### src/rtl/vga_pkg.sv
// vga_pkg: definitions shared by the VGA display core.
//   - Default 640x480 timing constants and their line/frame totals.
//   - Sprite grid geometry: cell size (log2), grid column/row widths.
//   - slot_t: one sprite-slot record {vis, col, row, spr}.
//   - rgb333_t: output colour, plus expansion from 6-bit RRGGBB ROM pixels.
package vga_pkg;
  localparam int H_ACTIVE = 640;
  localparam int H_FP     = 16;
  localparam int H_SYNC   = 96;
  localparam int H_BP     = 48;
  localparam int H_TOTAL  = H_ACTIVE + H_FP + H_SYNC + H_BP;

  localparam int V_ACTIVE = 480;
  localparam int V_FP     = 10;
  localparam int V_SYNC   = 2;
  localparam int V_BP     = 33;
  localparam int V_TOTAL  = V_ACTIVE + V_FP + V_SYNC + V_BP;

  localparam int CELL_LOG2 = 5;
  localparam int COL_W     = 5;
  localparam int ROW_W     = 4;
  localparam int SPR_ID_W  = 2;

  typedef struct packed {
    logic             vis;
    logic [COL_W-1:0] col;
    logic [ROW_W-1:0] row;
    logic [SPR_ID_W-1:0] spr;
  } slot_t;

  typedef struct packed {
    logic [2:0] r;
    logic [2:0] g;
    logic [2:0] b;
  } rgb333_t;

  // Two-bit ROM channels land in the upper bits of each 3-bit channel.
  function automatic rgb333_t rrggbb_to_rgb333(input logic [5:0] c);
    rgb333_t o;
    o.r = {c[5:4], 1'b0};
    o.g = {c[3:2], 1'b0};
    o.b = {c[1:0], 1'b0};
    return o;
  endfunction
endpackage

### src/rtl/vga_sprite_compositor_if.sv
// vga_sprite_compositor_if: slot-table write port.
//   wr_en   write strobe
//   wr_slot slot index (out-of-range indices write nothing)
//   wr_col / wr_row  grid cell, wr_spr image id, wr_vis visible flag
// master drives the port, slave (the compositor) receives it.
interface vga_sprite_compositor_if
  import vga_pkg::*;
#(
  parameter int N_SLOTS      = 16,
  parameter int SLOT_SPR_W   = vga_pkg::SPR_ID_W
);
  logic                       wr_en;
  logic [$clog2(N_SLOTS)-1:0] wr_slot;
  logic [COL_W-1:0]           wr_col;
  logic [ROW_W-1:0]           wr_row;
  logic [SLOT_SPR_W-1:0]      wr_spr;
  logic                       wr_vis;

  modport master (output wr_en, wr_slot, wr_col, wr_row, wr_spr, wr_vis);
  modport slave  (input  wr_en, wr_slot, wr_col, wr_row, wr_spr, wr_vis);
endinterface

### src/rtl/vga_timing_gen.sv
// vga_timing_gen: horizontal/vertical raster counters.
//   clk, rst   pixel clock, synchronous active-high reset
//   h, v       current counter position (stage 0)
//   active     h and v both inside the visible area
//   hs, vs     raw active-low sync, low while the counter is in its sync region
// Region order per axis: active, front porch, sync, back porch.
module vga_timing_gen #(
  parameter int H_ACTIVE = vga_pkg::H_ACTIVE,
  parameter int H_FP     = vga_pkg::H_FP,
  parameter int H_SYNC   = vga_pkg::H_SYNC,
  parameter int H_BP     = vga_pkg::H_BP,
  parameter int V_ACTIVE = vga_pkg::V_ACTIVE,
  parameter int V_FP     = vga_pkg::V_FP,
  parameter int V_SYNC   = vga_pkg::V_SYNC,
  parameter int V_BP     = vga_pkg::V_BP
) (
  input  logic       clk,
  input  logic       rst,
  output logic [9:0] h,
  output logic [9:0] v,
  output logic       active,
  output logic       hs,
  output logic       vs
);
  localparam logic [9:0] H_ACT_END  = 10'(H_ACTIVE);
  localparam logic [9:0] H_SYNC_BEG = 10'(H_ACTIVE + H_FP);
  localparam logic [9:0] H_SYNC_END = 10'(H_ACTIVE + H_FP + H_SYNC);
  localparam logic [9:0] H_LAST     = 10'(H_ACTIVE + H_FP + H_SYNC + H_BP - 1);
  localparam logic [9:0] V_ACT_END  = 10'(V_ACTIVE);
  localparam logic [9:0] V_SYNC_BEG = 10'(V_ACTIVE + V_FP);
  localparam logic [9:0] V_SYNC_END = 10'(V_ACTIVE + V_FP + V_SYNC);
  localparam logic [9:0] V_LAST     = 10'(V_ACTIVE + V_FP + V_SYNC + V_BP - 1);

  logic [9:0] h_reg;
  logic [9:0] v_reg;

  always_ff @(posedge clk) begin
    if (rst) begin
      h_reg <= '0;
      v_reg <= '0;
    end else if (h_reg == H_LAST) begin
      h_reg <= '0;
      v_reg <= (v_reg == V_LAST) ? '0 : v_reg + 10'd1;
    end else begin
      h_reg <= h_reg + 10'd1;
    end
  end

  assign h      = h_reg;
  assign v      = v_reg;
  assign active = (h_reg < H_ACT_END) && (v_reg < V_ACT_END);
  assign hs     = !((h_reg >= H_SYNC_BEG) && (h_reg < H_SYNC_END));
  assign vs     = !((v_reg >= V_SYNC_BEG) && (v_reg < V_SYNC_END));
endmodule

### src/rtl/vga_sprite_compositor.sv
// vga_sprite_compositor: VGA raster plus N-slot sprite compositor on a
// 32x32-pixel grid.
//   clk, rst          pixel clock, synchronous active-high reset
//   wr_if             slot write port into the shadow table
//   rom_spr/x/y       sprite ROM address (registered), rom_data returns next cycle
//   pix_x, pix_y      stage-1 pixel position for the background source
//   bg_rgb            background colour for pix_x/pix_y
//   vga_r/g/b, vga_hs/vs  colour and active-low sync, 3 cycles after the counter
//   frame_start       one-cycle pulse after the shadow->active table swap
//   collide           per-slot (1..N-1) frog overlap flags from the previous frame
// Slot 0 is the frog; a lower slot index wins where sprites overlap, and
// only the winning slot is fetched from the ROM.
module vga_sprite_compositor
  import vga_pkg::*;
#(
  parameter int N_SLOTS  = 16,
  parameter int SPR_ID_W = vga_pkg::SPR_ID_W,
  parameter int H_ACTIVE = vga_pkg::H_ACTIVE,
  parameter int H_FP     = vga_pkg::H_FP,
  parameter int H_SYNC   = vga_pkg::H_SYNC,
  parameter int H_BP     = vga_pkg::H_BP,
  parameter int V_ACTIVE = vga_pkg::V_ACTIVE,
  parameter int V_FP     = vga_pkg::V_FP,
  parameter int V_SYNC   = vga_pkg::V_SYNC,
  parameter int V_BP     = vga_pkg::V_BP
) (
  input  logic                  clk,
  input  logic                  rst,
  vga_sprite_compositor_if.slave wr_if,
  output logic [SPR_ID_W-1:0]   rom_spr,
  output logic [4:0]            rom_x,
  output logic [4:0]            rom_y,
  input  logic [5:0]            rom_data,
  output logic [9:0]            pix_x,
  output logic [8:0]            pix_y,
  input  logic [8:0]            bg_rgb,
  output logic [2:0]            vga_r,
  output logic [2:0]            vga_g,
  output logic [2:0]            vga_b,
  output logic                  vga_hs,
  output logic                  vga_vs,
  output logic                  frame_start,
  output logic [N_SLOTS-2:0]    collide
);
  localparam int SLOT_W = $clog2(N_SLOTS);

  // ---------------- Stage 0: counters ----------------
  logic [9:0] h;
  logic [9:0] v;
  logic       active0;
  logic       hs0;
  logic       vs0;

  vga_timing_gen #(
    .H_ACTIVE(H_ACTIVE), .H_FP(H_FP), .H_SYNC(H_SYNC), .H_BP(H_BP),
    .V_ACTIVE(V_ACTIVE), .V_FP(V_FP), .V_SYNC(V_SYNC), .V_BP(V_BP)
  ) u_timing (
    .clk    (clk),
    .rst    (rst),
    .h      (h),
    .v      (v),
    .active (active0),
    .hs     (hs0),
    .vs     (vs0)
  );

  // First blanking line, first pixel: the table swaps on this edge.
  logic swap;
  assign swap = (h == 10'd0) && (v == 10'(V_ACTIVE));

  slot_t wr_val;
  assign wr_val = {wr_if.wr_vis, wr_if.wr_col, wr_if.wr_row, wr_if.wr_spr};

  // ---------------- Slot tables and per-slot hit ----------------
  // The cell compare runs on the stage-0 counter so the hit vector and the
  // ROM address are registered together into stage 1. Hits are gated by the
  // visible area, so off-screen cells can never match.
  logic [N_SLOTS-1:0]               hit0;
  logic [N_SLOTS-1:0][SPR_ID_W-1:0] slot_spr;

  for (genvar gi = 0; gi < N_SLOTS; gi++) begin : g_slot
    slot_t shadow_reg;
    slot_t active_reg;
    logic  wr_sel;

    assign wr_sel = wr_if.wr_en && (wr_if.wr_slot == SLOT_W'(gi));

    always_ff @(posedge clk) begin
      if (rst) begin
        shadow_reg <= '0;
        active_reg <= '0;
      end else begin
        if (wr_sel) shadow_reg <= wr_val;
        // A write landing on the swap edge goes straight into this frame.
        if (swap) active_reg <= wr_sel ? wr_val : shadow_reg;
      end
    end

    assign hit0[gi] = active0 && active_reg.vis
                   && (h[CELL_LOG2 +: COL_W] == active_reg.col)
                   && (v[CELL_LOG2 +: ROW_W] == active_reg.row);
    assign slot_spr[gi] = active_reg.spr;
  end

  logic [SPR_ID_W-1:0] sel_spr;
  always_comb begin
    sel_spr = '0;
    for (int k = N_SLOTS - 1; k >= 0; k--) begin
      if (hit0[k]) sel_spr = slot_spr[k];
    end
  end

  // ---------------- Stage 1 ----------------
  logic [9:0]          pix_x_reg;
  logic [8:0]          pix_y_reg;
  logic                active1_reg, hs1_reg, vs1_reg;
  logic [N_SLOTS-1:0]  hit1_reg;
  logic [SPR_ID_W-1:0] rom_spr_reg;
  logic [4:0]          rom_x_reg, rom_y_reg;

  always_ff @(posedge clk) begin
    if (rst) begin
      pix_x_reg   <= '0;
      pix_y_reg   <= '0;
      active1_reg <= 1'b0;
      hs1_reg     <= 1'b1;
      vs1_reg     <= 1'b1;
      hit1_reg    <= '0;
      rom_spr_reg <= '0;
      rom_x_reg   <= '0;
      rom_y_reg   <= '0;
    end else begin
      pix_x_reg   <= h;
      pix_y_reg   <= v[8:0];
      active1_reg <= active0;
      hs1_reg     <= hs0;
      vs1_reg     <= vs0;
      hit1_reg    <= hit0;
      rom_spr_reg <= sel_spr;
      rom_x_reg   <= h[4:0];
      rom_y_reg   <= v[4:0];
    end
  end

  // Cell-level frog overlap; transparency is deliberately not considered.
  logic [N_SLOTS-2:0] coll_set;
  logic [N_SLOTS-2:0] sticky_reg;
  logic [N_SLOTS-2:0] collide_reg;
  logic               frame_start_reg;
  assign coll_set = hit1_reg[0] ? hit1_reg[N_SLOTS-1:1] : '0;

  always_ff @(posedge clk) begin
    if (rst) begin
      sticky_reg      <= '0;
      collide_reg     <= '0;
      frame_start_reg <= 1'b0;
    end else begin
      frame_start_reg <= swap;
      if (swap) begin
        collide_reg <= sticky_reg | coll_set;
        sticky_reg  <= '0;
      end else begin
        sticky_reg  <= sticky_reg | coll_set;
      end
    end
  end

  // ---------------- Stage 2: ROM data valid ----------------
  logic    active2_reg, any_hit2_reg, hs2_reg, vs2_reg;
  rgb333_t bg2_reg;

  always_ff @(posedge clk) begin
    if (rst) begin
      active2_reg  <= 1'b0;
      any_hit2_reg <= 1'b0;
      hs2_reg      <= 1'b1;
      vs2_reg      <= 1'b1;
      bg2_reg      <= '0;
    end else begin
      active2_reg  <= active1_reg;
      any_hit2_reg <= |hit1_reg;
      hs2_reg      <= hs1_reg;
      vs2_reg      <= vs1_reg;
      bg2_reg      <= bg_rgb;
    end
  end

  // A transparent top-priority pixel shows background, never a lower slot.
  rgb333_t rgb_next;
  always_comb begin
    rgb_next = '0;
    if (active2_reg) begin
      if (any_hit2_reg && (rom_data != 6'd0)) rgb_next = rrggbb_to_rgb333(rom_data);
      else                                     rgb_next = bg2_reg;
    end
  end

  rgb333_t rgb_reg;
  logic    hs3_reg, vs3_reg;

  always_ff @(posedge clk) begin
    if (rst) begin
      rgb_reg <= '0;
      hs3_reg <= 1'b1;
      vs3_reg <= 1'b1;
    end else begin
      rgb_reg <= rgb_next;
      hs3_reg <= hs2_reg;
      vs3_reg <= vs2_reg;
    end
  end

  assign pix_x       = pix_x_reg;
  assign pix_y       = pix_y_reg;
  assign rom_spr     = rom_spr_reg;
  assign rom_x       = rom_x_reg;
  assign rom_y       = rom_y_reg;
  assign vga_r       = rgb_reg.r;
  assign vga_g       = rgb_reg.g;
  assign vga_b       = rgb_reg.b;
  assign vga_hs      = hs3_reg;
  assign vga_vs      = vs3_reg;
  assign frame_start = frame_start_reg;
  assign collide     = collide_reg;
endmodule
### src/flat_wrapper.sv
// flat-port wrapper written by rule: the top's interface ports become plain ports
module vga_sprite_compositor_flat import vga_pkg::*;
#(
  parameter int N_SLOTS  = 16,
  parameter int SPR_ID_W = vga_pkg::SPR_ID_W,
  parameter int H_ACTIVE = vga_pkg::H_ACTIVE,
  parameter int H_FP     = vga_pkg::H_FP,
  parameter int H_SYNC   = vga_pkg::H_SYNC,
  parameter int H_BP     = vga_pkg::H_BP,
  parameter int V_ACTIVE = vga_pkg::V_ACTIVE,
  parameter int V_FP     = vga_pkg::V_FP,
  parameter int V_SYNC   = vga_pkg::V_SYNC,
  parameter int V_BP     = vga_pkg::V_BP
)
  (clk, rst, rom_spr, rom_x, rom_y, rom_data, pix_x, pix_y, bg_rgb, vga_r, vga_g, vga_b, vga_hs, vga_vs, frame_start, collide, wr_if_wr_en, wr_if_wr_slot, wr_if_wr_col, wr_if_wr_row, wr_if_wr_spr, wr_if_wr_vis);
  vga_sprite_compositor_if #(.N_SLOTS(N_SLOTS)) wr_if_i ();
  input  logic clk;
  input  logic rst;
  output logic [SPR_ID_W-1:0] rom_spr;
  output logic [4:0] rom_x;
  output logic [4:0] rom_y;
  input  logic [5:0] rom_data;
  output logic [9:0] pix_x;
  output logic [8:0] pix_y;
  input  logic [8:0] bg_rgb;
  output logic [2:0] vga_r;
  output logic [2:0] vga_g;
  output logic [2:0] vga_b;
  output logic vga_hs;
  output logic vga_vs;
  output logic frame_start;
  output logic [N_SLOTS-2:0] collide;
  input wire logic [$bits(wr_if_i.wr_en)-1:0] wr_if_wr_en;
  input wire logic [$bits(wr_if_i.wr_slot)-1:0] wr_if_wr_slot;
  input wire logic [$bits(wr_if_i.wr_col)-1:0] wr_if_wr_col;
  input wire logic [$bits(wr_if_i.wr_row)-1:0] wr_if_wr_row;
  input wire logic [$bits(wr_if_i.wr_spr)-1:0] wr_if_wr_spr;
  input wire logic [$bits(wr_if_i.wr_vis)-1:0] wr_if_wr_vis;
  assign wr_if_i.wr_en = wr_if_wr_en;
  assign wr_if_i.wr_slot = wr_if_wr_slot;
  assign wr_if_i.wr_col = wr_if_wr_col;
  assign wr_if_i.wr_row = wr_if_wr_row;
  assign wr_if_i.wr_spr = wr_if_wr_spr;
  assign wr_if_i.wr_vis = wr_if_wr_vis;
  vga_sprite_compositor #(.N_SLOTS(N_SLOTS), .SPR_ID_W(SPR_ID_W), .H_ACTIVE(H_ACTIVE), .H_FP(H_FP), .H_SYNC(H_SYNC), .H_BP(H_BP), .V_ACTIVE(V_ACTIVE), .V_FP(V_FP), .V_SYNC(V_SYNC), .V_BP(V_BP)) u_core (.clk(clk), .rst(rst), .wr_if(wr_if_i), .rom_spr(rom_spr), .rom_x(rom_x), .rom_y(rom_y), .rom_data(rom_data), .pix_x(pix_x), .pix_y(pix_y), .bg_rgb(bg_rgb), .vga_r(vga_r), .vga_g(vga_g), .vga_b(vga_b), .vga_hs(vga_hs), .vga_vs(vga_vs), .frame_start(frame_start), .collide(collide));
endmodule
### config.mk
export PLATFORM = sky130hd
export DESIGN_NAME = vga_sprite_compositor_flat
export DESIGN_NICKNAME = d
export VERILOG_FILES = /design/src/rtl/vga_pkg.sv /design/src/rtl/vga_sprite_compositor_if.sv /design/src/rtl/vga_timing_gen.sv /design/src/rtl/vga_sprite_compositor.sv /design/src/flat_wrapper.sv
export SDC_FILE = /design/constraint.sdc
export NUM_CORES = 1
export LEC_CHECK = 0
export ABC_AREA = 0
export BUFFER_PORTS_ARGS = -buffer_cell sky130_fd_sc_hd__buf_4
export CORE_UTILIZATION = 55
export CTS_BUF_LIST = sky130_fd_sc_hd__clkbuf_8
export CTS_CLUSTER_DIAMETER = 120
export CTS_CLUSTER_SIZE = 25
export DETAILED_ROUTE_END_ITERATION = 12
export GPL_TIMING_DRIVEN = 0
export PLACE_DENSITY = 0.79
export SYNTH_ARGS = -nofsm -noshare
export SYNTH_HDL_FRONTEND = slang
export SYNTH_HIERARCHICAL = 1
export SYNTH_SLANG_ARGS = --single-unit
### constraint.sdc
create_clock -name clk -period 6.3 [get_ports clk]
set_clock_uncertainty 0.05 [all_clocks]
set_input_delay 0.63 -clock clk [delete_from_list [all_inputs] [get_ports clk]]
set_output_delay 0.63 -clock clk [all_outputs]
set_load 0.02 [all_outputs]
* After elaboration in Yosys (flattened, before gate mapping) *
Cells that the tools add are included.

operators by class
  $lt $le $gt $ge = 6
  mux-type cells = 35
  eq/ne operators = 50
  bitwise logic cells = 2
  add/sub/neg operators = 2
  reduce and logical (&&, ||, !) cells = 79

operator list
  operator                                                                               count
  12-bit two-way mux                                                                     16
  5-bit == test                                                                          16
  1-bit logical AND                                                                      69
  4-bit == test                                                                          16
  4-bit == test (second input constant)                                                  8
  2-bit two-way mux                                                                      16
  10-bit by 1-bit adder with 10-bit output (second input constant)                       2
  10-bit == test (second input constant)                                                 2
  10-bit < comparator (second input constant)                                            2
  10-bit by 9-bit < comparator with 1-bit output (second input constant)                 2
  4-bit by 3-bit == test with 1-bit output (second input constant)                       4
  16-bit OR reduction                                                                    1
  15-bit two-way mux                                                                     1
  15-bit bitwise OR                                                                      1
  10-bit by 9-bit == test with 1-bit output (second input constant)                      1
  10-bit greater-or-equal comparator (second input constant)                             1
  10-bit by 9-bit greater-or-equal comparator with 1-bit output (second input constant)  1
  10-bit zero test                                                                       1
  10-bit two-way mux                                                                     1
  9-bit two-way mux                                                                      1
  4-bit by 2-bit == test with 1-bit output (second input constant)                       2
  6-bit nonzero test                                                                     1
  2-bit OR reduction                                                                     3
  4-bit by 1-bit == test with 1-bit output (second input constant)                       1
  4 further kinds                                                                        5

storage, ports and cells
  logic and storage cells = 331
  register bits = 509

* Depth between registers and ports, before layout *
Gate-level depths: netlist (run 1).

  word-level depth = 21
  depth in mapped cells = 10
  mapped depth without buffers = 10

* By module *
Netlist (run 1), hierarchy kept.

modules (own cells, without submodules)
  module                 cells each  sequential area each (um^2)  instances  area each (um^2)
  vga_sprite_compositor  1842        9589.2                       1          18121.1
  vga_timing_gen         119         400.4                        1          1051.0

* Worst setup path before layout (run 1) *
Ideal clock, no wire load.

  path kind = reg-to-reg
  start point = reg u_core.u_timing.v_reg[6], in the netlist u_core/u_timing/v[6]
  end point = reg u_core.rom_spr_reg[1], in the netlist u_core/rom_spr[1]
  stages on the path, launching flop included = 11
  library setup time = 79 ps
  clock period less this slack = 2612 ps
  data arrival time = 2482 ps
  data required time = 6171 ps
  slack = 3688 ps
  cells stage by stage = dfxtp_1 and4_1 nor3_1 and3_1 nand3_2 mux2i_1 o2111ai_1 a31oi_1 o2111ai_1 a2111o_1 a211oi_2

between the ends
  longest elaborated chain between the ends = 21
  elaborated cells between the ends (all ways) = 82
  those cells by class = 1 x order compare; 16 x eq/ne; 16 x mux; 49 x reduce/logical

RTL lines
  element                                           line                          RTL
  start, declared                                   vga_timing_gen.sv:35          logic [9:0] v_reg;
  start signal, assigned                            vga_timing_gen.sv:43          v_reg <= (v_reg == V_LAST) ? '0 : v_reg + 10'd1;
  10-bit by 9-bit < comparator with 1-bit output *  vga_timing_gen.sv:51          assign active = (h_reg < H_ACT_END) && (v_reg < V_ACT_END);
  1-bit logical AND *                               vga_timing_gen.sv:51
  via u_core.active0                                vga_sprite_compositor.sv:50   logic active0;
  1-bit logical AND                                 vga_sprite_compositor.sv:99   assign hit0[gi] = active0 && active_reg.vis
  1-bit logical AND                                 vga_sprite_compositor.sv:100  && (h[CELL_LOG2 +: COL_W] == active_reg.col)
  1-bit logical AND                                 vga_sprite_compositor.sv:101  && (v[CELL_LOG2 +: ROW_W] == active_reg.row);
  2-bit two-way mux (15 in series)                  vga_sprite_compositor.sv:109  if (hit0[k]) sel_spr = slot_spr[k];
  2-bit two-way mux *                               vga_sprite_compositor.sv:109
  end signal, assigned                              vga_sprite_compositor.sv:139  rom_spr_reg <= sel_spr;
  end, declared                                     vga_sprite_compositor.sv:118  logic [SPR_ID_W-1:0] rom_spr_reg;

The timed path passes the listed nets; every way through them passes the cells marked *.
A chain may end at the register's enable or synchronous reset.

* Final worst setup path (run 1) *
Same ends and word-level chain as after synthesis.

==> run summary, run 1 <==
For this design, the CTS-stage hold fixing added 0 buffers. The site row count is approximately 70. The max capacitance violation total is 0.

The post-CTS setup-driven buffer insertion count came out at 0. The floorplan step defined a die boundary enclosing ~0.036 sq mm. The total number of nets in the final design came out at roughly 2100. No sink is reached through more buffers than the 3 on the longest clock path.

The power per cell area came out at around 220 mW/mm^2. The biggest fanout along the worst timing path is 10. Measured along the y axis, the die boundary spans between 150 and 200 um. The checks that failed: design-rule violations. The post-cts repair resize count came out at 0.

In this run the count of I/O pins placed on the die edge is 92. The number of max-slew violations in the final report was 0. Counting the fill cells in the layout gives 2930. The proportion of layout cells with a drive suffix above 1 is 0.0977. The highest achievable clock rate is ~230 MHz.

The maximum vdd drop came out at approximately 0.17 mV. Setup total negative slack on the finished layout was measured at 0 ns. The share of async-settable or async-resettable flops after synthesis is 0. The total standard cell area after synthesis is 0.0192 sq mm. The final core utilization came out at 0.602. The run finished, with violations left. The routed via count is about 15000. The core outline area is 0.0345 sq mm.

TritonCTS built the clock tree. The launching element type of the critical path is a register. At the worst endpoint, the required time is just under 7 ns. The clock latency at the later pin of the worst-skew pair is around 0.62 ns. Yosys mapped a number of flops with a built-in enable equal to 0. The number of H-tree branching levels came out at 1. The synthesized netlist net count came out at between 1500 and 2000. The number of sinks driven by the clock tree came out at 499. The number of DRC markers after the initial detailed-route iteration is 1452. The clock root buffer is sky130_fd_sc_hd__clkbuf_8. The number of buffers created by CTS came out at 23. Summed over all layers, the global routing overflow is 0.

Setup repair after global routing left no endpoint under its margin. The x dimension of the die is 189 um. The average wire per cell in the routed design came out at a little over 20 um.

The initial antenna violation count is 0. The average cell area after synthesis is around 9.8 sq um. The path class of the tightest hold or removal check is input pin to register. The first detailed-routing pass ran for 9 iterations. The share of the clock period used by the worst path came out at 0.687. The first global-routing pass estimated 78700 um of wire.

The slew at the pin closest to its max-slew limit is around 1.3 ns. The post-route minimum period came out at 4.33 ns. The instance count of the mapped netlist came out at between 1500 and 2000. The leakage dissipation came out at roughly 0.008 uW.

Setup violations remaining at the end of the flow were counted as 0. The number of diodes came out at 0. The placer's final routability congestion estimate is 0.910. The total count of hold-check failures in the final report is 0. The detailed placement HPWL is around 36000 um. The number of nets with antenna violations after routing came out at 0. The layout overhead on the synthesized area is 8.27%. Across every metal layer, demand over resource in global routing totals 0.285. In the synthesized netlist the dominant register cell turns out to be sky130_fd_sc_hd__dfxtp_1. After clock tree synthesis, the clock-pin slew on the worst setup and hold paths is around 0.14 ns. The wire length after detailed routing came out at 51600 um. The critical path is of the register to register type. The maximum number of pins on one net before global-route repair came out at 26.

The part of the Yosys area used for sequential elements came out at 0.521. For this configuration, the core starts out at a cell density of 0.556. The DRC violation count after routing is 1.

The sequential cells in the finished layout cover a total of approximately 0.01 sq mm. The area used by multi-input combinational logic is 0.00839 sq mm. Yosys mapped the design onto between 50 and 60 distinct sky130hd cell types. After synthesis the netlist holds a flip-flop and latch count of ~500. After detailed routing, the number of vias per cell comes to between 5 and 6. The Yosys step of the flow raised 6 warnings. Measured against its own limit, the worst slew margin works out to 0.160. The via count of the first global-routing pass came out at around 14000. The arrival time of data at the critical path endpoint is 4.82 ns. STA classifies the critical path endpoint as a register. Buffers placed on the I/O ports in this run total between 90 and 100.
stage by stage:
step           power (uW)  instance area, sq um  std cells  hold WS, ns  worst slack (ns)
2_1_floorplan        3370                 19200       1961        0.339              3.69
3_3_place_gp         3460                 20400       2507        0.342              1.68
3_5_place_dp         3460                 20400       2507        0.343              2.19
4_1_cts              4640                 20800       2532        0.148              2.19
5_1_grt              4770                 20800       2532        0.156              2.06
6_report             4630                 20800       2532        0.176              1.97
synth_stat cells, types with 22 or more instances:
library cell / count / area [sq um]
sky130_fd_sc_hd__a211oi_1: 211 / 1580
sky130_fd_sc_hd__a21oi_1: 25 / 125
sky130_fd_sc_hd__buf_2: 43 / 215
sky130_fd_sc_hd__clkbuf_1: 80 / 300
sky130_fd_sc_hd__dfxtp_1: 499 / 9990
sky130_fd_sc_hd__mux2i_1: 197 / 1970
sky130_fd_sc_hd__nand2_1: 22 / 82.6
sky130_fd_sc_hd__nand3_1: 23 / 115
sky130_fd_sc_hd__nor2_1: 460 / 1730
sky130_fd_sc_hd__nor2b_1: 36 / 225
sky130_fd_sc_hd__nor4_1: 29 / 181
sky130_fd_sc_hd__xnor2_1: 65 / 569
sky130_fd_sc_hd__xor2_1: 90 / 788
kinds of logic (layout without fill, tap and decap cells):
family                   after synthesis  after routing  share of synthesized area
AND/OR/NAND/NOR                      669            669                      0.160
flip-flops                           499            499                      0.521
AO/OA/AOI/OAI                        262            262                     0.0994
multiplexers                         197            197                      0.103
buffers and inverters                173            289                     0.0414
XOR/XNOR                             157            157                     0.0725
adder cells (fa/ha/maj)                4              4                    0.00261
layout make-up:
cell class	count	area share
Timing Repair Buffer	91	0.0329
Sequential cell	499	0.481
Tap cell	455	0.0274
Multi-Input combinational cell	1289	0.404
Clock buffer	23	0.0153
Clock inverter	2	0.000542
Buffer	162	0.0362
Inverter	11	0.00199
metal layers:
layer  track usage  wire (um)
met2         0.446      22700
met1         0.404      22500
met4        0.0989       1830
met3        0.0378       4510
met5             0          0
critical path, stage by stage, from the launching register on:
cell and delay, ns:
sky130_fd_sc_hd__dfxtp_1 0.42, sky130_fd_sc_hd__and4_1 0.28, sky130_fd_sc_hd__nor3_2 0.82, sky130_fd_sc_hd__clkbuf_1 0.80, sky130_fd_sc_hd__and3_1 0.38, sky130_fd_sc_hd__nand3_1 0.20
sky130_fd_sc_hd__a31oi_1 0.34, sky130_fd_sc_hd__o2111ai_1 0.19, sky130_fd_sc_hd__a2111o_1 0.47, sky130_fd_sc_hd__a211oi_2 0.30
power by group:
part | leakage, uW | total (uW) | switching, uW | internal [uW]
Clock | 0.000171 | 1230 | 895 | 337
Combinational | 0.00396 | 209 | 151 | 58.7
Sequential | 0.00403 | 3190 | 8.84 | 3180
Total | 0.00816 | 4630 | 1050 | 3570
cell usage in the layout, fill, tap and decap left out, types with 16 or more instances in the layout:
cell                       instances
sky130_fd_sc_hd__a21oi_1          25
sky130_fd_sc_hd__clkbuf_8         23
sky130_fd_sc_hd__nor2_1          460
sky130_fd_sc_hd__xnor2_1          65
sky130_fd_sc_hd__a211oi_1        211
sky130_fd_sc_hd__nand4_1          16
sky130_fd_sc_hd__nor4_1           29
sky130_fd_sc_hd__nand2_1          22
sky130_fd_sc_hd__buf_2            43
sky130_fd_sc_hd__buf_4           103
sky130_fd_sc_hd__buf_1            21
sky130_fd_sc_hd__clkbuf_1         80
sky130_fd_sc_hd__dfxtp_1         499
sky130_fd_sc_hd__xor2_1           90
sky130_fd_sc_hd__nor2b_1          36
sky130_fd_sc_hd__nand3_1          23
sky130_fd_sc_hd__mux2i_1         197
final timing paths:
kind	startpoint	endpoint	slack [ns]	depth (start not counted)
hold reg to reg	u_core/vs2_reg$_SDFF_PP1_	u_core/vga_vs$_SDFF_PP1_	0.37	1
setup reg to reg	u_core/u_timing/v[6]$_SDFFE_PP0N_	u_core/rom_spr[1]$_SDFF_PP0_	1.97	9
setup / recovery	u_core/u_timing/v[6]$_SDFFE_PP0N_	u_core/rom_spr[1]$_SDFF_PP0_	1.97	9
hold / removal	rst	u_core/u_timing/h[4]$_SDFF_PP0_	0.18	2
Note: power is estimated with default switching activity, not from simulation.
==> run 2, diff against run 1 <==
--- a/config.mk
+++ b/config.mk
@@ -5,7 +5,7 @@
 export SDC_FILE = /design/constraint.sdc
 export NUM_CORES = 1
 export LEC_CHECK = 0
-export ABC_AREA = 0
+export ABC_AREA = 1
 export BUFFER_PORTS_ARGS = -buffer_cell sky130_fd_sc_hd__buf_4
 export CORE_UTILIZATION = 55
 export CTS_BUF_LIST = sky130_fd_sc_hd__clkbuf_8
==> constraint.sdc (replaced) <==
create_clock -name clk -period 4.01 [get_ports clk]
set_clock_uncertainty 0.05 [all_clocks]
set_input_delay 0.401 -clock clk [delete_from_list [all_inputs] [get_ports clk]]
set_output_delay 0.401 -clock clk [all_outputs]
set_load 0.02 [all_outputs]
==> run summary, run 2 <==
The share of the clock period used by the worst path was 0.984 (was 0.687). The x dimension of the die was 188 um (was 189 um). The total number of nets in the final design came out at 2627 (was 2115). The area used by multi-input combinational logic is 0.00760 sq mm (was 0.00839 sq mm).

The master of the slowest instance on the critical path is sky130_fd_sc_hd__clkbuf_1 (was sky130_fd_sc_hd__nor3_2). The synthesis warning total is 6 (unchanged). Worst path cell trace: buf_4, buf_2, nand4_1, nor4_1, nand2_1, nand2_1, clkbuf_1, clkbuf_1, o22ai_1 (was and4_1, nor3_2, clkbuf_1, and3_1, nand3_1, a31oi_1, o2111ai_1, a2111o_1, a211oi_2). RSZ-0062 raised after global routing: no (unchanged). The number of synthesized flops with an enable pin is 0 (unchanged). The kind of end point of the critical path is a register (unchanged). The site row count is 67 (was 68).

The number of H-tree branching levels came out at 1 (unchanged). The maximum vdd drop is 0.311 mV (was 0.166 mV). The synthesized netlist net count came out at 2496 (was 1999).

The number of synthesized register bits came out at 499 (unchanged). The clock share of power came out at 0.269 (was 0.266). The number of nets with antenna violations after routing was 0 (unchanged). The dominant cell by count in the synthesized netlist is sky130_fd_sc_hd__nor2_1 (was sky130_fd_sc_hd__dfxtp_1). The number of buffers on the longest clock path is 3 (unchanged). The number of placed cells counting well taps is 2997 (was 2507). The buffer and inverter count on the worst path is 4 (was 1).

The height of the die is 188 um (was 189 um). The number of input and output port buffers inserted was 91 (unchanged). Status: finished clean (was complete, but fails checks).

The arrival time of data at the critical path endpoint came to 4.38 ns (was 4.82 ns). The post-route minimum period came out at 3.95 ns (was 4.33 ns). The biggest fanout along the worst timing path came out at 10 (unchanged). The DRC violation count after routing came out at 0 (was 1). The area enclosed by the die boundary is 0.0355 sq mm (was 0.0356 sq mm).

The CTS tree was built (unchanged). The total count of hold-check failures in the final report is 0 (unchanged). The average cell area after synthesis is 7.78 sq um (was 9.78 sq um). The routed via count came to 18194 (was 14761). The required time at the endpoint of the critical path came out at 4.44 ns (was 6.79 ns).

The clock transition at the registers of the reported paths is 0.15 ns (was 0.14 ns). The ratio of routed vias to standard cells is 5.99 (was 5.83). The relative slew slack is 0.0313 (was 0.160). Commonest cells in the synthesized netlist: sky130_fd_sc_hd__nor2_1, sky130_fd_sc_hd__dfxtp_1, sky130_fd_sc_hd__nand2_1 (was sky130_fd_sc_hd__dfxtp_1, sky130_fd_sc_hd__nor2_1, sky130_fd_sc_hd__a211oi_1). The max capacitance violation total came out at 0 (unchanged). The first-pass GRT wire length is 98000 um (was 78700 um). The biggest cell delay along the critical path is 0.94 ns (was 0.82 ns). Synth area leaders: sky130_fd_sc_hd__dfxtp_1, sky130_fd_sc_hd__nor2_1, sky130_fd_sc_hd__a21oi_1 (was sky130_fd_sc_hd__dfxtp_1, sky130_fd_sc_hd__mux2i_1, sky130_fd_sc_hd__nor2_1).

The most used flip-flop cell after synthesis is sky130_fd_sc_hd__dfxtp_1 (unchanged). The number of inserted filler cells in the final layout is 3063 (was 2930). The number of buffers created by CTS is 23 (unchanged). The power consumption came out at 7370 uW (was 4630 uW). The instance count of the mapped netlist came out at 2458 (was 1961). The sum of negative setup slack came out at 0 ns (unchanged). The leakage dissipation came out at 0.00835 uW (was 0.00816 uW).

The wire length after detailed routing is 64500 um (was 51600 um). The number of sinks driven by the clock tree is 499 (unchanged). The switching power came out at 1760 uW (was 1050 uW). The switching portion of total power came out at 0.239 (was 0.228). The total standard cell area after synthesis is 0.0191 sq mm (was 0.0192 sq mm).

The fraction of post-synthesis cell area in the top cell type by area came out at 0.522 (was 0.521). The portion of total power attributed to sequential cells came to 0.680 (was 0.689). The kind of cell adding the most delay to the critical path is buffers and inverters (was simple AND/OR/NAND/NOR gates). The area taken by flip-flops and latches was 0.00999 sq mm (unchanged). The highest achievable clock rate came out at 253 MHz (was 231 MHz). The starting utilization of the core area was 0.565 (was 0.556). The clock root buffer is sky130_fd_sc_hd__clkbuf_8 (unchanged). The power per cell area is 353 mW/mm^2 (was 223 mW/mm^2). The combinational cell fraction of total power was 0.052 (was 0.045). The detailed-routing iteration count for the pre-antenna-repair pass was 6 (was 9). The remaining global-route overflow came out at 0 (unchanged). The number of DRC markers after the initial detailed-route iteration is 2518 (was 1452). The average wire per cell in the routed design came out at 21.2 um (was 20.4 um). The number of distinct library cell variants in the gate-level netlist after synthesis was 47 (was 58). The clock latency at the later pin of the worst-skew pair is 0.63 ns (was 0.62 ns). The core outline area came out at 0.0339 sq mm (was 0.0345 sq mm).

The final non-filler cell total came out at 3036 (was 2532). The most common cell after layout, fill and taps aside was sky130_fd_sc_hd__nor2_1 (was sky130_fd_sc_hd__dfxtp_1). The share of async-settable or async-resettable flops after synthesis came out at 0 (unchanged). The I/O pin count was 92 (unchanged). The number of failing setup endpoints in the final timing report came out at 0 (unchanged). The via count of the first global-routing pass came to 17158 (was 13899).

The proportion of layout cells with a drive suffix above 1 came to 0.0761 (was 0.0977). Highest-count cells in the layout ignoring fill and taps: sky130_fd_sc_hd__nor2_1, sky130_fd_sc_hd__dfxtp_1, sky130_fd_sc_hd__nand2_1 (was sky130_fd_sc_hd__dfxtp_1, sky130_fd_sc_hd__nor2_1, sky130_fd_sc_hd__a211oi_1). The placer's final routability congestion estimate is 1.01 (was 0.910). The critical setup path kind was register to register (unchanged). The launching element type of the critical path is a register (unchanged).

The initial antenna violation count came out at 1 (was 0). The part of the Yosys area used for sequential elements is 0.522 (was 0.521). The total routing resource utilization after global routing came out at 0.359 (was 0.285). The dominant cell type by area after synthesis is sky130_fd_sc_hd__dfxtp_1 (unchanged). The type of the tightest min-delay check is input pin to register (unchanged). The detailed placement HPWL is 43800 um (was 35600 um). The slew at the pin closest to its max-slew limit came out at 1.45 ns (was 1.26 ns).

The number of diodes is 0 (unchanged). The maximum number of pins on one net before global-route repair came to 26 (unchanged). The design internal power is 5610 uW (was 3570 uW). The layout overhead on the synthesized area is 9.07% (was 8.27%). The number of max-slew violations in the final report is 0 (unchanged).
[run 2: worst paths after layout]
path,startpoint,to,slack (ns),depth (start not counted)
worst max-delay path,u_core/u_timing/v[5]$_SDFFE_PP0N_,u_core/g_slot[1].active_reg[9]$_SDFFE_PP0P_,0.06,9
worst min-delay path,rom_data[1],u_core/vga_b[2]$_SDFF_PP0_,0.009,3
worst max register to register,u_core/u_timing/v[5]$_SDFFE_PP0N_,u_core/g_slot[1].active_reg[9]$_SDFFE_PP0P_,0.06,9
worst min register to register,u_core/bg2_reg[0]$_SDFF_PP0_,u_core/vga_b[0]$_SDFF_PP0_,0.37,2
[run 2: cell families after synthesis]
| family | after synthesis | synth area share |
|---|---|---|
| compound gates | 526 | 0.151 |
| simple gates | 1017 | 0.225 |
| xor+xnor | 39 | 0.0179 |
| buf+inv | 373 | 0.0809 |
| fa+ha+maj | 4 | 0.00262 |
| flops | 499 | 0.522 |
[run 2: worst reg2reg max path, stage by stage, from the launching register on]
cell,delay [ns]
sky130_fd_sc_hd__dfxtp_1,0.45
sky130_fd_sc_hd__buf_4,0.27
sky130_fd_sc_hd__buf_2,0.45
sky130_fd_sc_hd__nand4_1,0.19
sky130_fd_sc_hd__nor4_1,0.36
sky130_fd_sc_hd__nand2_1,0.14
sky130_fd_sc_hd__nand2_1,0.21
sky130_fd_sc_hd__clkbuf_1,0.94
sky130_fd_sc_hd__clkbuf_1,0.59
sky130_fd_sc_hd__o22ai_1,0.14
[run 2: per-stage QoR]
| stage | hold WS [ns] | utilization | cell area (sq um) | worst slack (ns) |
|---|---|---|---|---|
| floorplan | 0.338 | - | 19100 | 1.17 |
| global placement | 0.349 | 0.601 | 20400 | -0.271 |
| detailed placement | 0.353 | 0.601 | 20400 | -0.310 |
| CTS | 0.00187 | 0.616 | 20900 | 0.186 |
| global route | 0.0172 | 0.616 | 20900 | 0.00620 |
| finish | 0.00904 | 0.616 | 20900 | 0.0628 |
[run 2: cell type report]
cell class,instances,area share
plain buffers,168,0.0370
clock buffers,23,0.0152
clock inverters,1,0.000180
inverters,205,0.0374
multi-input cells,1586,0.365
flip-flops and latches,499,0.479
well taps,448,0.0269
repair buffers,106,0.0399
[run 2: what timing repair did]
action | in CTS | in global routing
gates resized for setup | 2 | 3
buffers inserted | 0 | 0
hold buffers | 15 | 0
endpoints found under the hold margin | 17 | 0
setup endpoints to repair | 2 | 2
[run 2: power groups by stage]
stage	sequential, uW	combinational (uW)	clock (uW)
6_report	5010	381	1980
5_1_grt	5020	395	2160
4_1_cts	5010	362	1990
3_5_place_dp	5120	349	0
3_3_place_gp	5120	341	0
2_1_floorplan	5120	180	0
[run 2: layer usage]
metal	wire length [um]	global-route usage
met3	7610	0.0777
met5	11	0
met4	5380	0.251
met1	24200	0.456
met2	27300	0.543
==> run 3, diff against run 2 <==
--- a/config.mk
+++ b/config.mk
@@ -13,6 +13,7 @@
 export CTS_CLUSTER_SIZE = 25
 export DETAILED_ROUTE_END_ITERATION = 12
 export GPL_TIMING_DRIVEN = 0
+export MAX_ROUTING_LAYER = met4
 export PLACE_DENSITY = 0.79
 export SYNTH_ARGS = -nofsm -noshare
 export SYNTH_HDL_FRONTEND = slang
==> run summary, run 3 (synthesized netlist as in run 2, its figures left out) <==
The number of DRC markers after the initial detailed-route iteration is 2384 (was 2518). The area enclosed by the die boundary was 0.0355 sq mm (unchanged). The biggest fanout along the worst timing path is 10 (unchanged). The number of diodes was 0 (unchanged). The clock share of power came to 0.267 (was 0.269). The design internal power is 5610 uW (about the same). The number of inserted filler cells in the final layout is 3089 (was 3063).

Highest-count cells in the layout ignoring fill and taps: sky130_fd_sc_hd__nor2_1, sky130_fd_sc_hd__dfxtp_1, sky130_fd_sc_hd__nand2_1 (unchanged). The remaining global-route overflow was 0 (unchanged). The power per cell area came out at 353 mW/mm^2 (about the same). The most common cell after layout, fill and taps aside was sky130_fd_sc_hd__nor2_1 (unchanged).

The site row count came to 67 (unchanged). The CTS tree is built (unchanged). The initial antenna violation count is 1 (unchanged). The leakage dissipation is 0.00836 uW (was 0.00835 uW).

The critical setup path kind is register to register (unchanged). The total number of nets in the final design is 2629 (was 2627). The arrival time of data at the critical path endpoint came out at 4.36 ns (was 4.38 ns). The power consumption was 7360 uW (was 7370 uW). The proportion of layout cells with a drive suffix above 1 is 0.0764 (was 0.0761). The total count of hold-check failures in the final report is 0 (unchanged).

Status: complete, but fails checks (was finished clean). The highest achievable clock rate came to 254 MHz (was 253 MHz). The area used by multi-input combinational logic came to 0.00760 sq mm (about the same). The share of the clock period used by the worst path is 0.981 (was 0.984). The via count of the first global-routing pass came out at 16842 (was 17158). The launching element type of the critical path is a register (unchanged). The area taken by flip-flops and latches is 0.00999 sq mm (unchanged). The maximum number of pins on one net before global-route repair was 26 (unchanged). The number of sinks driven by the clock tree came to 499 (unchanged). The clock transition at the registers of the reported paths came out at 0.14 ns (was 0.15 ns).

The routed via count came out at 18120 (was 18194). The final reports fail on max-capacitance violations, max-slew violations. The x dimension of the die came out at 188 um (unchanged). The ratio of routed vias to standard cells came out at 5.96 (was 5.99). The height of the die is 188 um (unchanged). The number of H-tree branching levels is 1 (unchanged).

The required time at the endpoint of the critical path was 4.44 ns (about the same). The total routing resource utilization after global routing is 0.370 (was 0.359). The max capacitance violation total is 1 (was 0).

The detailed-routing iteration count for the pre-antenna-repair pass was 6 (unchanged). RSZ-0062 raised after global routing: no (unchanged). The number of input and output port buffers inserted was 91 (unchanged).

The number of max-slew violations in the final report was 11 (was 0). The placer's final routability congestion estimate is 0.965 (was 1.01). The type of the tightest min-delay check is input pin to register (unchanged). The combinational cell fraction of total power came out at 0.052 (about the same).

The number of buffers created by CTS is 23 (unchanged). The switching portion of total power came out at 0.238 (was 0.239). The I/O pin count came out at 92 (unchanged). The number of nets with antenna violations after routing is 0 (unchanged). The wire length after detailed routing came out at 65100 um (was 64500 um). The number of failing setup endpoints in the final timing report is 0 (unchanged). The DRC violation count after routing is 0 (unchanged). The kind of end point of the critical path was a register (unchanged). The core outline area is 0.0339 sq mm (unchanged). The average wire per cell in the routed design came out at 21.4 um (was 21.2 um). The detailed placement HPWL is 43800 um (about the same). The post-route minimum period came out at 3.93 ns (was 3.95 ns). The number of buffers on the longest clock path came out at 3 (unchanged). The switching power is 1750 uW (was 1760 uW).

The first-pass GRT wire length is 97600 um (was 98000 um). The slew at the pin closest to its max-slew limit is 1.53 ns (was 1.45 ns). The final non-filler cell total is 3038 (was 3036). The final hold slack is 0.0240 ns (was 0.00904 ns).

The clock latency at the later pin of the worst-skew pair is 0.62 ns (was 0.63 ns). The maximum vdd drop is 0.373 mV (was 0.311 mV). The clock root buffer was sky130_fd_sc_hd__clkbuf_8 (unchanged). The portion of total power attributed to sequential cells is 0.680 (about the same). The starting utilization of the core area is 0.565 (unchanged). The relative slew slack came out at -0.0170 (was 0.0313). The layout overhead on the synthesized area is 9.13% (was 9.07%). The number of placed cells counting well taps was 2997 (unchanged).
## run 3: cell types whose count changed in the layout (fill, tap and decap cells not counted)
cell                     delta
sky130_fd_sc_hd__nor2_1     +1
sky130_fd_sc_hd__nor2_2     -1
sky130_fd_sc_hd__buf_4      +2
## run 3: repair_timing
item	in CTS	in global routing
gates resized for setup	2	2
setup buffers	0	2
hold endpoints to repair	17	0
pin swaps	0	1
hold buffers	15	0
endpoints found under the setup margin	2	1
## run 3: worst paths after layout
| check | startpoint | cells past startpoint | to | slack, ns |
|---|---|---|---|---|
| worst max-delay path | u_core/u_timing/v[5]$_SDFFE_PP0N_ | 9 | u_core/g_slot[1].active_reg[8]$_SDFFE_PP0P_ | 0.08 |
| worst min-delay path | rom_data[3] | 3 | u_core/vga_g[2]$_SDFF_PP0_ | 0.02 |
| worst max register to register | u_core/u_timing/v[5]$_SDFFE_PP0N_ | 9 | u_core/g_slot[1].active_reg[8]$_SDFFE_PP0P_ | 0.08 |
| worst min register to register | u_core/active1_reg$_SDFF_PP0_ | 2 | u_core/active2_reg$_SDFF_PP0_ | 0.36 |
## run 3: final cells by class
class                   instances  area share
flip-flops and latches        499       0.479
multi-input cells            1586       0.364
repair buffers                108      0.0406
inverters                     205      0.0373
plain buffers                 168      0.0369
well taps                     448      0.0269
clock buffers                  23      0.0152
clock inverters                 1    0.000180
## run 3: layer usage
metal,global-route usage,vias to the layer above,wire length (um)
met2,0.558,997,28400
met4,0.206,0,4180
met3,0.0708,224,6640
li1,-,8301,-
met1,0.467,8598,25900
met5,-,-,0
## run 3: through the flow
step	area [sq um]	TNS [ns]	util	setup WS [ns]
5_1_grt	20900	0	0.616	0.0102
2_1_floorplan	19100	0	-	1.17
4_1_cts	20900	0	0.616	0.115
6_report	20900	0	0.616	0.0778
3_3_place_gp	20400	-0.725	0.601	-0.450
3_5_place_dp	20400	-0.642	0.601	-0.398
## run 3: critical path: stages (launching register included)
cell and delay, ns:
sky130_fd_sc_hd__dfxtp_1 0.48, sky130_fd_sc_hd__buf_4 0.27, sky130_fd_sc_hd__buf_2 0.46, sky130_fd_sc_hd__nand4_1 0.20, sky130_fd_sc_hd__nor4_1 0.34, sky130_fd_sc_hd__nand2_1 0.15
sky130_fd_sc_hd__nand2_1 0.20, sky130_fd_sc_hd__clkbuf_1 0.93, sky130_fd_sc_hd__clkbuf_1 0.57, sky130_fd_sc_hd__o22ai_1 0.14
## run 3: power groups by stage
stage	Clock, uW	Sequential [uW]	Combinational (uW)
final	1970	5010	385
after global routing	2150	5020	400
after CTS	1980	5010	365
after detailed placement	0	5120	353
after global placement	0	5120	347
after floorplan	0	5120	180
